`config.mk`:
```
export PLATFORM = sky130hd
export DESIGN_NAME = lab2_dg_display_mux_flat
export DESIGN_NICKNAME = d
export VERILOG_FILES = /design/src/rtl/lab2_dg_display_mux_if.sv /design/src/rtl/lab2_dg_display_mux.sv /design/src/flat_wrapper.sv
export SDC_FILE = /design/constraint.sdc
export NUM_CORES = 1
export LEC_CHECK = 0
export CAP_MARGIN = 10
export CELL_PAD_IN_SITES_DETAIL_PLACEMENT = 1
export CELL_PAD_IN_SITES_GLOBAL_PLACEMENT = 2
export CORE_MARGIN = 4
export CORE_UTILIZATION = 25
export CTS_CLUSTER_DIAMETER = 50
export DETAILED_ROUTE_END_ITERATION = 8
export HOLD_SLACK_MARGIN = 0.12
export MAX_ROUTING_LAYER = met4
export PLACE_DENSITY = 0.67
export SYNTH_ARGS = -nofsm -noshare
export SYNTH_HDL_FRONTEND = slang
export SYNTH_SLANG_ARGS = --single-unit
```
`constraint.sdc`:
```
create_clock -name clk -period 3 [get_ports clk]
set_clock_uncertainty 0.1 [all_clocks]
set_input_delay 0.3 -clock clk [delete_from_list [all_inputs] [get_ports clk]]
set_output_delay 0.3 -clock clk [all_outputs]
set_load 0.05 [all_outputs]
```
`src/rtl/lab2_dg_display_mux_if.sv`:
```
// rtl/lab2_dg_display_mux_if.sv - digit inputs and display pin bundle for the display mux
interface lab2_dg_display_mux_if;
    logic [3:0] s0;
    logic [3:0] s1;
    logic [6:0] seg;
    logic [1:0] an;
    logic       frame;

    modport master (
        output s0,
        output s1,
        input  seg,
        input  an,
        input  frame
    );

    modport slave (
        input  s0,
        input  s1,
        output seg,
        output an,
        output frame
    );
endinterface

```
`src/rtl/lab2_dg_display_mux.sv`:
```
// rtl/lab2_dg_display_mux.sv - two-digit time-multiplexed seven-segment controller
module lab1_dg_segment (
    input  logic [3:0] hex_i,
    output logic [6:0] seg_o
);
    // Active-low segments, bit order {g,f,e,d,c,b,a}.
    always_comb begin
        seg_o = 7'h7F;
        case (hex_i)
            4'h0: seg_o = 7'h40;
            4'h1: seg_o = 7'h79;
            4'h2: seg_o = 7'h24;
            4'h3: seg_o = 7'h30;
            4'h4: seg_o = 7'h19;
            4'h5: seg_o = 7'h12;
            4'h6: seg_o = 7'h02;
            4'h7: seg_o = 7'h78;
            4'h8: seg_o = 7'h00;
            4'h9: seg_o = 7'h10;
            4'hA: seg_o = 7'h08;
            4'hB: seg_o = 7'h03;
            4'hC: seg_o = 7'h46;
            4'hD: seg_o = 7'h21;
            4'hE: seg_o = 7'h06;
            4'hF: seg_o = 7'h0E;
            default: seg_o = 7'h7F;
        endcase
    end
endmodule

module lab2_dg_display_mux #(
    parameter int DIGIT_CYCLES = 48000,
    parameter int BLANK_CYCLES = 480
) (
    input  logic                  clk,
    input  logic                  reset,
    lab2_dg_display_mux_if.slave  bus
);
    typedef enum logic [1:0] {
        BLANK0 = 2'd0,
        SHOW0  = 2'd1,
        BLANK1 = 2'd2,
        SHOW1  = 2'd3
    } state_t;

    localparam int     MAX_DB    = (DIGIT_CYCLES > BLANK_CYCLES) ? DIGIT_CYCLES : BLANK_CYCLES;
    localparam int     MAX_N     = (MAX_DB > 2) ? MAX_DB : 2;
    localparam int     CW        = $clog2(MAX_N);
    localparam bit     HAS_BLANK = (BLANK_CYCLES > 0);
    localparam logic [CW-1:0] D_LOAD = CW'(DIGIT_CYCLES - 1);
    localparam logic [CW-1:0] B_LOAD = CW'(HAS_BLANK ? BLANK_CYCLES - 1 : 0);
    localparam state_t START_STATE = HAS_BLANK ? BLANK0 : SHOW0;
    localparam logic [CW-1:0] START_LOAD = HAS_BLANK ? B_LOAD : D_LOAD;

    state_t        state_q, state_d;
    logic [CW-1:0] cnt_q, cnt_d;
    logic [6:0]    seg_q, seg_d;
    logic [1:0]    an_q, an_d;
    logic          frame_q, frame_d;
    // Without blanking, reset parks in SHOW0 with digits dark; the first
    // edge then "enters" SHOW0 properly, which live_q tracks.
    logic          live_q, live_d;

    logic [3:0]    dec_in;
    logic [6:0]    dec_seg;

    // Single shared decoder: feed it the digit whose SHOW state is next.
    assign dec_in = ((state_q == BLANK1) || ((state_q == SHOW0) && live_q)) ? bus.s1 : bus.s0;

    lab1_dg_segment u_dec (
        .hex_i (dec_in),
        .seg_o (dec_seg)
    );

    // State, counter and registered display outputs.
    always_ff @(posedge clk or negedge reset) begin
        if (!reset) begin
            state_q <= START_STATE;
            cnt_q   <= START_LOAD;
            seg_q   <= 7'h7F;
            an_q    <= 2'b11;
            frame_q <= 1'b0;
            live_q  <= HAS_BLANK;
        end else begin
            state_q <= state_d;
            cnt_q   <= cnt_d;
            seg_q   <= seg_d;
            an_q    <= an_d;
            frame_q <= frame_d;
            live_q  <= live_d;
        end
    end

    // Next state; outputs are computed for the state being entered so they
    // register on the same edge and the anodes never overlap.
    always_comb begin
        state_d = state_q;
        cnt_d   = cnt_q - CW'(1);
        seg_d   = seg_q;
        an_d    = an_q;
        frame_d = 1'b0;
        live_d  = 1'b1;
        if (!live_q) begin
            cnt_d = D_LOAD;
            an_d  = 2'b10;
            seg_d = dec_seg;
        end else if (cnt_q == '0) begin
            case (state_q)
                BLANK0: begin
                    state_d = SHOW0;
                    cnt_d   = D_LOAD;
                    an_d    = 2'b10;
                    seg_d   = dec_seg;
                end
                SHOW0: begin
                    if (HAS_BLANK) begin
                        state_d = BLANK1;
                        cnt_d   = B_LOAD;
                        an_d    = 2'b11;
                        seg_d   = 7'h7F;
                    end else begin
                        state_d = SHOW1;
                        cnt_d   = D_LOAD;
                        an_d    = 2'b01;
                        seg_d   = dec_seg;
                    end
                end
                BLANK1: begin
                    state_d = SHOW1;
                    cnt_d   = D_LOAD;
                    an_d    = 2'b01;
                    seg_d   = dec_seg;
                end
                SHOW1: begin
                    frame_d = 1'b1;
                    if (HAS_BLANK) begin
                        state_d = BLANK0;
                        cnt_d   = B_LOAD;
                        an_d    = 2'b11;
                        seg_d   = 7'h7F;
                    end else begin
                        state_d = SHOW0;
                        cnt_d   = D_LOAD;
                        an_d    = 2'b10;
                        seg_d   = dec_seg;
                    end
                end
                default: begin
                    state_d = START_STATE;
                    cnt_d   = START_LOAD;
                    an_d    = 2'b11;
                    seg_d   = 7'h7F;
                end
            endcase
        end
    end

    assign bus.seg   = seg_q;
    assign bus.an    = an_q;
    assign bus.frame = frame_q;
endmodule
```
`src/flat_wrapper.sv`:
```
// flat-port wrapper written by rule: the top's interface ports become plain ports
module lab2_dg_display_mux_flat 
#(
    parameter int DIGIT_CYCLES = 48000,
    parameter int BLANK_CYCLES = 480
)
  (clk, reset, bus_s0, bus_s1, bus_seg, bus_an, bus_frame);
  lab2_dg_display_mux_if bus_i ();
  input  logic clk;
  input  logic reset;
  input wire logic [$bits(bus_i.s0)-1:0] bus_s0;
  input wire logic [$bits(bus_i.s1)-1:0] bus_s1;
  output wire logic [$bits(bus_i.seg)-1:0] bus_seg;
  output wire logic [$bits(bus_i.an)-1:0] bus_an;
  output wire logic [$bits(bus_i.frame)-1:0] bus_frame;
  assign bus_i.s0 = bus_s0;
  assign bus_i.s1 = bus_s1;
  assign bus_seg = bus_i.seg;
  assign bus_an = bus_i.an;
  assign bus_frame = bus_i.frame;
  lab2_dg_display_mux #(.DIGIT_CYCLES(DIGIT_CYCLES), .BLANK_CYCLES(BLANK_CYCLES)) u_core (.clk(clk), .reset(reset), .bus(bus_i));
endmodule
```
After elaboration in Yosys (flattened, before gate mapping):

Memories as Yosys holds them, arrays and structs flattened.
Cells that the tools add are included.
Widths: inputs -> output; s select.

* logic and storage cells: 23
* output and inout bits: 10
* bits in registers: 28
* memories: 1
* ROM bits: 112
* input port bits: 10

* add/sub/neg operators: 1
* equal/unequal tests: 3
* muxes and demuxes: 8
* reduce and logical (&&, ||, !) cells: 5

Memories
* (name not given): depth 16, width 7, read ports 1, clocked after Yosys merged registers in 0, write ports 0, RTL line lab2_dg_display_mux.sv:9 `case (hex_i)`

Operators by type and width (number)
* $pmux 16 s2: 1
* $logic_not 16->1: 1
* $mux 16: 1
* $sub 16x1->16 const B: 1
* $pmux 7 s2: 1
* $pmux 2 s4: 1
* $pmux 2 s3: 1
* $eq 2x2->1 const B: 2
* $mux 4: 1
* $reduce_or 2->1: 2
* $eq 2x1->1 const B: 1
* $logic_not 2->1: 1
* $mux 1: 2
* $logic_or 1x1->1: 1

Depth between registers and ports, before layout:

Gate-level depths: netlist (run 1).
An unclocked memory read counts as a cell.

* depth in word-level cells: 5
* mapped depth: 10
* depth with buffers taken out: 9

Hierarchy:

A second synthesis (run 1) with hierarchy kept.

* cells, all modules: 183
* area, all modules: 1714.1 sq um

Modules (own cells, without submodules)
* lab2_dg_display_mux: cells an instance 148, area each 1466.4 sq um, times used 1, sequential area each 721.9 sq um
* lab1_dg_segment: cells an instance 35, area each 247.7 sq um, times used 1, sequential area each 0.0 sq um

Worst setup path after synthesis (run 1):

Ideal clock, no wire load.

* path kind: reg-to-reg
* start: reg u_core.state_q[1]
* end: reg u_core.seg_q[4], in the netlist u_core.bus.seg[4]
* cell stages (with the launch flop): 11
* buffers on the path: 1
* data required time: 2818 ps
* slack: 407 ps
* arrival time: 2411 ps
* setup time: 82 ps
* clock period less this slack: 2593 ps
* cell sequence: dfrtp_1 -> inv_1 -> ha_1 -> buf_4 -> mux2i_1 -> inv_1 -> ha_1 -> inv_1 -> mux2i_1 -> a221o_1 -> mux2_2

* word-level cells in the longest chain between the ends: 5
* elaborated cells between the ends (all ways): 10
* classes of those cells: eq/ne (3); mux (2); reduce/logical (4); memory (1)

Ends and longest elaborated chain
* from (decl): RTL line lab2_dg_display_mux.sv:55 `state_t state_q, state_d;`
* from (signal assigned): RTL line lab2_dg_display_mux.sv:85 `state_q <= state_d;`
* $eq 2x2->1 or $eq 2x1->1 (tied branches): RTL line lab2_dg_display_mux.sv:68, lab2_dg_display_mux.sv:108
* $logic_or 1x1->1: RTL line lab2_dg_display_mux.sv:68 `assign dec_in = ((state_q == BLANK1) || ((state_q == SHOW0) && live_q)) ? bus.s1 : bus.s0;`
* $mux 4: RTL line lab2_dg_display_mux.sv:68
* $mem_v2 16x7
* $pmux 7 s2 (*): RTL line lab2_dg_display_mux.sv:108 `case (state_q)`
* to (signal assigned): RTL line lab2_dg_display_mux.sv:87 `seg_q <= seg_d;`
* to (decl): RTL line lab2_dg_display_mux.sv:57 `logic [6:0] seg_q, seg_d;`

Mark *: on every way between the ends. The rest lies on a longest branch, timed or not.
A chain may end at the register's enable or synchronous reset.

Worst setup path in the final report (run 1):

* start: reg u_core.state_q[1]
* end: reg u_core.seg_q[3], in the netlist u_core.bus.seg[3]

The elaborated chain is that of the path after synthesis.

==> results of run 1 <==
-- synthesized netlist by cell type, drive strengths merged, types with 2 or more instances --
| cell | count |
|---|---|
| ha | 14 |
| a21oi | 8 |
| nor2 | 9 |
| nor3 | 5 |
| xor2 | 7 |
| a2111o | 2 |
| nand2 | 13 |
| xnor2 | 4 |
| o21ai | 7 |
| dfstp | 17 |
| or2 | 2 |
| nor4 | 4 |
| dfrtp | 11 |
| mux2i | 10 |
| mux2 | 6 |
| nand3 | 3 |
| a221o | 3 |
| buf | 5 |
| nand4 | 5 |
| inv | 11 |
| and2 | 2 |
-- layout make-up --
cell class / instances / area (um2)
inverter: 11 / 41.3
sequential: 28 / 722
tap: 96 / 120
fill: 801 / 4700
clock buffer: 4 / 55.1
multi-input combinational: 119 / 961
timing repair buffer: 25 / 235
-- cells by family (layout without fill, tap and decap cells) --
family,Yosys count,in the layout
xor+xnor,11,11
mux,17,17
flops,28,28
simple gates,52,52
compound gates,25,25
fa+ha+maj,14,14
buf+inv,17,40
-- stage by stage --
step,setup slack [ns],total power [mW]
final,0.382,0.746
after CTS,0.336,0.759
after global routing,0.132,0.784
after detailed placement,0.357,0.514
after floorplan,0.407,0.465
after global placement,0.452,0.513
-- path summary, 6_finish.rpt --
check	from	endpoint	depth (start not counted)
hold reg to reg	u_core.cnt_q[0]	u_core.cnt_q[0]	1
setup / recovery	u_core.state_q[1]	u_core.bus.seg[3]	8
min in group clk	u_core.cnt_q[0]	u_core.cnt_q[0]	1
max in group asynchronous	reset	u_core.bus.seg[4]	2
hold / removal	reset	u_core.cnt_q[5]	2
setup reg to reg	u_core.state_q[1]	u_core.bus.seg[3]	8
-- critical path, stage by stage, from the launching register on --
cell	delay, ns
dfrtp_1	0.44
inv_1	0.10
ha_1	0.35
mux2i_1	0.38
inv_1	0.17
ha_1	0.26
mux4_2	0.47
nor4_1	0.19
a21oi_1	0.08
-- per-layer routing --
metal | part of all wire, % | global-route usage [%]
met5 | 0 | -
met4 | 0.80 | 1.49
met3 | 2.7 | 2.30
met2 | 46 | 15.9
met1 | 50 | 14.4
-- state kept, by name, summed over array words and instances (netlist names) --
register / flops
u_core.cnt_q: 16
u_core.bus.seg: 7
u_core.bus.an: 2
u_core.state_q: 2
u_core.bus.frame: 1
-- power by group --
| group | internal, mW | leakage [nW] | switching [mW] |
|---|---|---|---|
| registers | 0.392 | 0.300 | 0.00468 |
| logic | 0.0438 | 0.552 | 0.0651 |
| clock network | 0.118 | 0.0288 | 0.122 |
==> run_results.csv, run 1 <==
group,metric,value,unit
timing,rsz0062_at_grt,"false",
logic_synthesis,synth-xor-area-share,5.43,%
clock_network,cts_hold_buffers,0,
clock_network,path_clk_slew,0.10,ns
drt,drc,0,
floorplanning,die_w,92.2,um
logic_synthesis,synth-main-ff-cell,"dfstp_2",
logic_synthesis,ys_seq_elements,28,
layout,fin_util,31.2,%
logic_synthesis,syn-num-nets,188,
timing,setup-violations-final,0,
logic_synthesis,yosysTopAreaCell,"dfstp_2",
critical_path,cp.required,3.11,ns
clock_network,postCtsSetupBuffers,0,
logic_synthesis,synth-compound-area-share,9.52,%
timing,finalMaxSlewViolations,0,
grt,grt_pass1_vias,1364,
layout,n_antenna_cell,0,
critical_path,crit_arrival,2.72,ns
logic_synthesis,syn_area,0.00177,mm2
layout,layout_commonest_cell,"clkdlybuf4s50_1",
drt,drt_wl_total,4020,um
status,outcome,"complete, no violations",
grt,grt.total_usage,10.4,%
clock_network,cts-htree-levels,1,
clock_network,cts_buffers,3,
floorplanning,fp.dieH,92.2,um
drt,avgRoutedWirePerCell,14.2,um
logic_synthesis,syn_inst,164,
grt,grt_max_degree,29,
run,cap_violations,0,
layout,final_area,0.00213,mm2
timing,fmax,382,MHz
floorplanning,ios,20,
logic_synthesis,synth-seq-area-share,40.7,%
layout,drive_gt1_share,23.0,%
timing,period_minus_slack,2.62,ns
timing,worstMarginPinSlew,0.670,ns
logic_synthesis,synth-edff-count,0,
timing,finalHoldViolations,0,
layout,layout.nets,212,
layout,final_cell_mix,"clkdlybuf4s50_1, dfstp_2, ha_1",
drt,detail-route-antenna-nets,0,
grt,overflow,0,
min_path,hold_class,"primary input to async pin",
critical_path,cp-end-kind,"register",
clock_network,cts_buffer_depth,2,
grt,antenna_found_initial,0,
logic_synthesis,yosys.area_share.simple,17.0,%
power_and_ir_drop,powerDensity,349,mW/mm2
placed_design,gp_congestion,0.737,
clock_network,cts_resized,0,
clock_network,cts_tree,"done",
floorplanning,die_area,0.00851,mm2
power_and_ir_drop,p_leak,0.880,nW
logic_synthesis,ys_warn_count,0,
placed_design,portBuffers,19,
layout,area_growth,20.3,%
timing,whs,0.295,ns
logic_synthesis,synth-adder-area-share,9.87,%
timing,min_period_over_period,87.3,%
floorplanning,num_rows,30,
floorplanning,coreArea,0.00683,mm2
grt,grt_pass1_wl,6980,um
logic_synthesis,synthMuxAreaShare,12.3,%
drt,routed_via_density,4.43,
timing,finalSetupTns,0,ns
clock_network,insertion_delay,0.28,ns
logic_synthesis,synthTopCellsByArea,"dfstp_2, dfrtp_1, ha_1",
placed_design,place_hpwl,3000,um
placed_design,dpl.cell_count,279,
layout,fin_cells,283,
critical_path,reg2reg_slack,0.38,ns
drt,first_iter_violations,59,
logic_synthesis,synth_cell_types,45,
critical_path,cp-start-kind,"register",
logic_synthesis,synth_top_family_by_area,"simple AND/OR/NAND/NOR gates",
logic_synthesis,avgSynthCellArea,10.8,um2
critical_path,path_class,"register to register",
floorplanning,start_util,26.0,%
critical_path,crit_fanout,5,
power_and_ir_drop,ir_drop,0.153,mV
logic_synthesis,yosysTopAreaCellShare,25.2,%
timing,maxSlewHeadroom,54.9,%
drt,num_vias,1255,
logic_synthesis,synthArstFlopShare,100,%
clock_network,cts_root_buf,"clkbuf_8",
drt,drtPass1Iterations,4,
clock_network,cts_sinks,28,
placed_design,place_area,0.00208,mm2
No activity file was read; power rests on OpenSTA's default activity.
==> run 2: changes to the inputs <==
--- a/config.mk
+++ b/config.mk
@@ -11,6 +11,7 @@
 export CORE_MARGIN = 4
 export CORE_UTILIZATION = 25
 export CTS_CLUSTER_DIAMETER = 50
+export CTS_CLUSTER_SIZE = 10
 export DETAILED_ROUTE_END_ITERATION = 8
 export HOLD_SLACK_MARGIN = 0.12
 export MAX_ROUTING_LAYER = met4
==> results of run 2 <==
No change in the layout: final DEF, timing and power equal those of run 1.
